`src/rtl/div_unit_pkg.sv`:
```
// Shared CPU definitions for the multi-cycle divider: FSM encoding, step count
// and the conditional two's-complement helper used for sign handling.
package div_unit_pkg;

    typedef enum logic [1:0] {
        IDLE = 2'd0,
        CALC = 2'd1,
        DONE = 2'd2
    } div_state_e;

    localparam int         DIV_CYCLES   = 32;
    localparam logic [5:0] DIV_CNT_INIT = 6'(DIV_CYCLES);

    function automatic logic [31:0] cond_neg(input logic [31:0] v, input logic neg);
        return neg ? (~v + 32'd1) : v;
    endfunction

endpackage

```
`src/rtl/div_unit.sv`:
```
// Iterative restoring divider for DIV/DIVU: one quotient bit per cycle,
// 33 pipeline-stall cycles per operation, result in {HI=remainder, LO=quotient}.
module div_unit
    import div_unit_pkg::*;
(
    input  logic        clk,
    input  logic        reset,
    input  logic        div_start,
    input  logic        div_signed,
    input  logic [31:0] div_a,
    input  logic [31:0] div_b,
    input  logic        int_flush,
    output logic        int_div_stall,
    output logic        div_finish,
    output logic [63:0] hilo_out
);

    div_state_e  state_q;
    logic [5:0]  cnt_q;
    logic [63:0] rq_q, rq_d;        // {partial remainder, dividend/quotient}
    logic [31:0] divisor_q;
    logic        q_sign_q, r_sign_q;
    logic [63:0] hilo_q, hilo_d;
    logic [32:0] diff;
    logic        a_neg, b_neg;

    assign a_neg = div_signed & div_a[31];
    assign b_neg = div_signed & div_b[31];

    // NOTE: every variable written in always_comb gets a default first, so no path can infer a latch.
    always_comb begin
        rq_d   = {rq_q[62:0], 1'b0};
        diff   = rq_q[63:31] - {1'b0, divisor_q};
        // A clear bit 32 means the shifted remainder was >= divisor: keep the difference.
        if (!diff[32]) begin
            rq_d = {diff[31:0], rq_q[30:0], 1'b1};
        end
        hilo_d = {cond_neg(rq_d[63:32], r_sign_q), cond_neg(rq_d[31:0], q_sign_q)};
    end

    // NOTE: sequential state uses non-blocking assignments so every register samples pre-edge values.
    always_ff @(posedge clk) begin
        if (reset) begin
            state_q   <= IDLE;
            cnt_q     <= '0;
            rq_q      <= '0;
            divisor_q <= '0;
            q_sign_q  <= 1'b0;
            r_sign_q  <= 1'b0;
            hilo_q    <= '0;
        end else if (int_flush) begin
            state_q <= IDLE;
        end else begin
            case (state_q)
                IDLE: begin
                    if (div_start) begin
                        rq_q      <= {32'h0, cond_neg(div_a, a_neg)};
                        divisor_q <= cond_neg(div_b, b_neg);
                        // Divide-by-zero keeps LO all ones regardless of operand signs.
                        q_sign_q  <= (a_neg ^ b_neg) & (div_b != 32'h0);
                        r_sign_q  <= a_neg;
                        cnt_q     <= DIV_CNT_INIT;
                        state_q   <= CALC;
                    end
                end
                CALC: begin
                    rq_q  <= rq_d;
                    cnt_q <= cnt_q - 6'd1;
                    if (cnt_q == 6'd1) begin
                        hilo_q  <= hilo_d;
                        state_q <= DONE;
                    end
                end
                DONE:    state_q <= IDLE;
                default: state_q <= IDLE;
            endcase
        end
    end

    assign int_div_stall = !reset && !int_flush &&
                           ((state_q == IDLE && div_start) || state_q == CALC);
    assign div_finish    = !reset && !int_flush && (state_q == DONE);
    assign hilo_out      = hilo_q;

endmodule

```
`config.mk`:
```
export PLATFORM = sky130hd
export DESIGN_NAME = div_unit
export DESIGN_NICKNAME = d
export VERILOG_FILES = /design/src/rtl/div_unit_pkg.sv /design/src/rtl/div_unit.sv
export SDC_FILE = /design/constraint.sdc
export NUM_CORES = 1
export LEC_CHECK = 0
export CORE_MARGIN = 10
export CORE_UTILIZATION = 55
export DETAILED_ROUTE_END_ITERATION = 7
export PLACE_DENSITY_LB_ADDON = 0.05
export REMOVE_ABC_BUFFERS = 1
export SLEW_MARGIN = 10
export SYNTH_ARGS = -nofsm -noshare
export SYNTH_HDL_FRONTEND = slang
export SYNTH_SLANG_ARGS = --single-unit
```
`constraint.sdc`:
```
create_clock -name clk -period 12.5 [get_ports clk]
set_input_delay 3.75 -clock clk [delete_from_list [all_inputs] [get_ports clk]]
set_output_delay 3.75 -clock clk [all_outputs]
set_load 0.01 [all_outputs]
```
==> impl_metrics.toml <==
[placement]
place_ws_ns = 3.10
portBuffers = 134
gp_congestion = 0.966
hpwl_um = 25300

[yosys]
syn_area_sq_um = 11600
synth_fa_ha_area_share_pct = 4.28
yosys_warnings = 0
ys_ff_latch = 170
synthFlopType = "dfxtp_1"
synth_cells = 1562
synth_enable_flop_cells = 0
post_synth_xor_area_fraction_pct = 8.93
synth.distinct_cells = 78
avgSynthCellArea_sq_um = 7.41
ys_seq_area_share_pct = 29.4
async_flop_share_pct = 0
synth_compound_area_share_pct = 26.2
synthMuxAreaShare_pct = 2.64
synth_top_family_by_area = "compound AO/OA/AOI/OAI gates"
synth-simple-area-share_pct = 23.2

[die]
die_w_um = 165
core_sq_um = 20900
core.rowCount = 53
die_area_sq_um = 27200
ios = 135
initial_core_util_pct = 55.4
die_h_um = 165

[detailed_routing]
wl_per_cell_um = 18.4
vias_per_cell = 6.08
drt_wl_total_um = 35400
drt_iter0_drc = 970
drc_errors = 0
ant_nets = 0
firstDrtPassIters = 6
vias = 11700

[clock_network]
clock_sinks = 170
cts.reportedPaths.clkPinSlew_ns = 0.07
cts_buffer_depth = 2
holdBufCountCts = 0
cts_setup_buffers = 0
cts_tree = "done"
cts_buffers = 17
cts.repair.resized = 0
htreeDepth = 4
clkLatencyLatePin_ns = 0.44
cts_root_buf = "clkbuf_16"

[global_route]
grt_pass1_wl_um = 56400
grt_pass1_vias = 10900
antenna_found_initial = 3
overflow = 0
grt_max_degree = 99
grt_use_total_pct = 25.7

[pwr]
peakVddDrop_uv = 78.3
power_mw = 1.44
power_leakage_nw = 5.03
powerDensity_nw_per_um2 = 106

[setup_path]
cp.required_ns = 8.75
critPathMaxStageDelay_ns = 0.65
cpMaxStageDelayCell = "clkdlybuf4s50_1"
critical_path_class = "in2out"
cp_data_arrival_time_ns = 5.65
critPathCaptureType = "output port"
r2r-start = "rq_q[31]"
critPathLaunch = "int_flush"
start_kind = "input pin"
crit_path_cell_trace = "clkdlybuf4s50_1, nor2_1, o21ai_4, nor2_1, clkdlybuf4s50_1"
crit_fanout = 6

[sta]
hold_viol = 0
rsz0062_at_grt = "no"
slew_violations = 0
tns_ns = 0
tightestPinTransition_ns = 1.22
fin_crit_sh_pct = 75.2
finalClockSkew_ns = 0.0170
worst_slack_ns = 3.10
fin_crit_ns = 9.40
slew_headroom_pct = 17.4
fmax_mhz = 106
setup_viol = 0

[final_layout]
fin_nets = 1740
drive_gt1_share_pct = 5.05
n_fill_cell = 1932
syn2layout_area_growth_pct = 17.7
regArea_sq_um = 3400
fin_util_pct = 65.2
multi_input_area_sq_um = 7570

[hold_path]
min-delay-path-class = "reg2reg"
min_from = "hilo_out[42]"

[run_status]
status = "finished, final reports clean"

[run]
maxCapViolCount = 0
## registers in the layout, summed over array words and instances (netlist names)
name,cells
state_q,2
r_sign_q,1
hilo_out,64
q_sign_q,1
divisor_q,32
rq_q,64
cnt_q,6
## cell families (layout without fill, tap and decap cells)
family                     count (synthesis)  count (layout)
muxes                                     30              30
other                                      0               2
AOI/OAI and AO/OA                        463             463
and+or+nand+nor                          583             583
DFF                                      170             170
buffers and inverters                    159             242
xor gates and xnor gates                 118             118
adders and majority gates                 39              39
## critical path, delay by kind of cell
family | cells | cell delay (ns)
buffers and inverters | 2 | 1.15
AND/OR/NAND/NOR | 2 | 0.66
AO/OA/AOI/OAI | 1 | 0.09
## final timing paths
path / slack [ns] / end / depth (start not counted)
max: 3.10 / int_div_stall / 5
min: 0.45 / hilo_out[42] / 2
max reg2reg: 6.23 / hilo_out[26] / 20
min reg2reg: 0.45 / hilo_out[42] / 2
## layout by cell type, fill, tap and decap left out, drive strengths merged, types with 8 or more instances in the layout
master         synthesis  final
a211oi                82     82
a21o                   8      8
a21oi                144    144
a22oi                 15     15
a311oi                14     14
a31oi                 10     10
and2                  10     10
and3                  13     13
buf                   21     18
clkbuf                79     20
clkdlybuf4s50          0    133
dfxtp                170    170
ha                    38     38
inv                   59     64
mux2i                 26     26
nand2                142    142
nand3                 17     17
nand4                 14     14
nor2                 251    251
nor3                  41     41
nor4                  17     17
o211ai                 8      8
o21a                   9      9
o21ai                 83     83
o31ai                 21     21
o41ai                 14     14
or3                   24     24
or4                   14     14
xnor2                 52     52
xor2                  66     66
## power breakdown
group | switching [mW] | total (mW) | internal, mW
logic | 0.189 | 0.308 | 0.119
registers | 0.0173 | 0.575 | 0.558
clock network | 0.249 | 0.561 | 0.312
total | 0.455 | 1.44 | 0.990
## layer usage
metal | part of all wire (%) | global-route usage [%]
met1 | 45 | 34.6
met2 | 45 | 40.5
met3 | 7.9 | 4.98
met4 | 1.9 | 7.89
met5 | 0.034 | 0
## cells in the mapped netlist, drive strengths merged (3+ instances only)
master | number | share of area (%)
and3 | 13 | 0.75
mux2i | 26 | 2.2
nor2b | 5 | 0.27
a211o | 4 | 0.38
ha | 38 | 4.1
o41ai | 14 | 1.1
dfxtp | 170 | 29
a21o | 8 | 0.52
nand2 | 142 | 4.6
o2111ai | 3 | 0.23
mux2 | 4 | 0.39
or3 | 24 | 1.3
a31o | 4 | 0.30
nor3 | 41 | 1.8
and2 | 10 | 0.54
buf | 21 | 0.93
xor2 | 66 | 5.0
and4 | 4 | 0.30
or3b | 3 | 0.23
o2bb2ai | 3 | 0.28
o31a | 6 | 0.45
xnor2 | 52 | 3.9
o21bai | 6 | 0.39
o31ai | 21 | 1.4
nand3 | 17 | 0.74
nor4b | 5 | 0.38
o211ai | 8 | 0.52
nor2 | 251 | 8.2
a21oi | 144 | 6.2
o21a | 9 | 0.58
clkbuf | 79 | 2.6
nand2b | 7 | 0.38
or4 | 14 | 0.94
nor3b | 5 | 0.32
a22oi | 15 | 0.97
a31oi | 10 | 0.54
a2111oi | 3 | 0.23
o21ai | 83 | 3.6
a311oi | 14 | 1.1
or2 | 6 | 0.32
nor4 | 17 | 0.97
o22ai | 7 | 0.38
nand4 | 14 | 0.76
a211oi | 82 | 5.4
inv | 59 | 1.9
## through the flow
step | cell area (sq um) | std cells | hold WS [ns]
2_1_floorplan | 11200 | 1462 | 0.426
3_3_place_gp | 13000 | 1888 | 0.438
3_5_place_dp | 13000 | 1888 | 0.442
4_1_cts | 13600 | 1920 | 0.452
5_1_grt | 13600 | 1920 | 0.470
6_report | 13600 | 1922 | 0.449
## final cells by class
class | count | share of cell area (%)
Timing Repair Buffer | 151 | 10.8
Multi-Input combinational cell | 1233 | 55.6
Inverter | 59 | 1.63
Clock buffer | 20 | 3.35
Antenna cell | 2 | 0.0367
Clock inverter | 12 | 1.13
Tap cell | 275 | 2.53
Sequential cell | 170 | 25.0
Power figures use the tool's default switching activity.
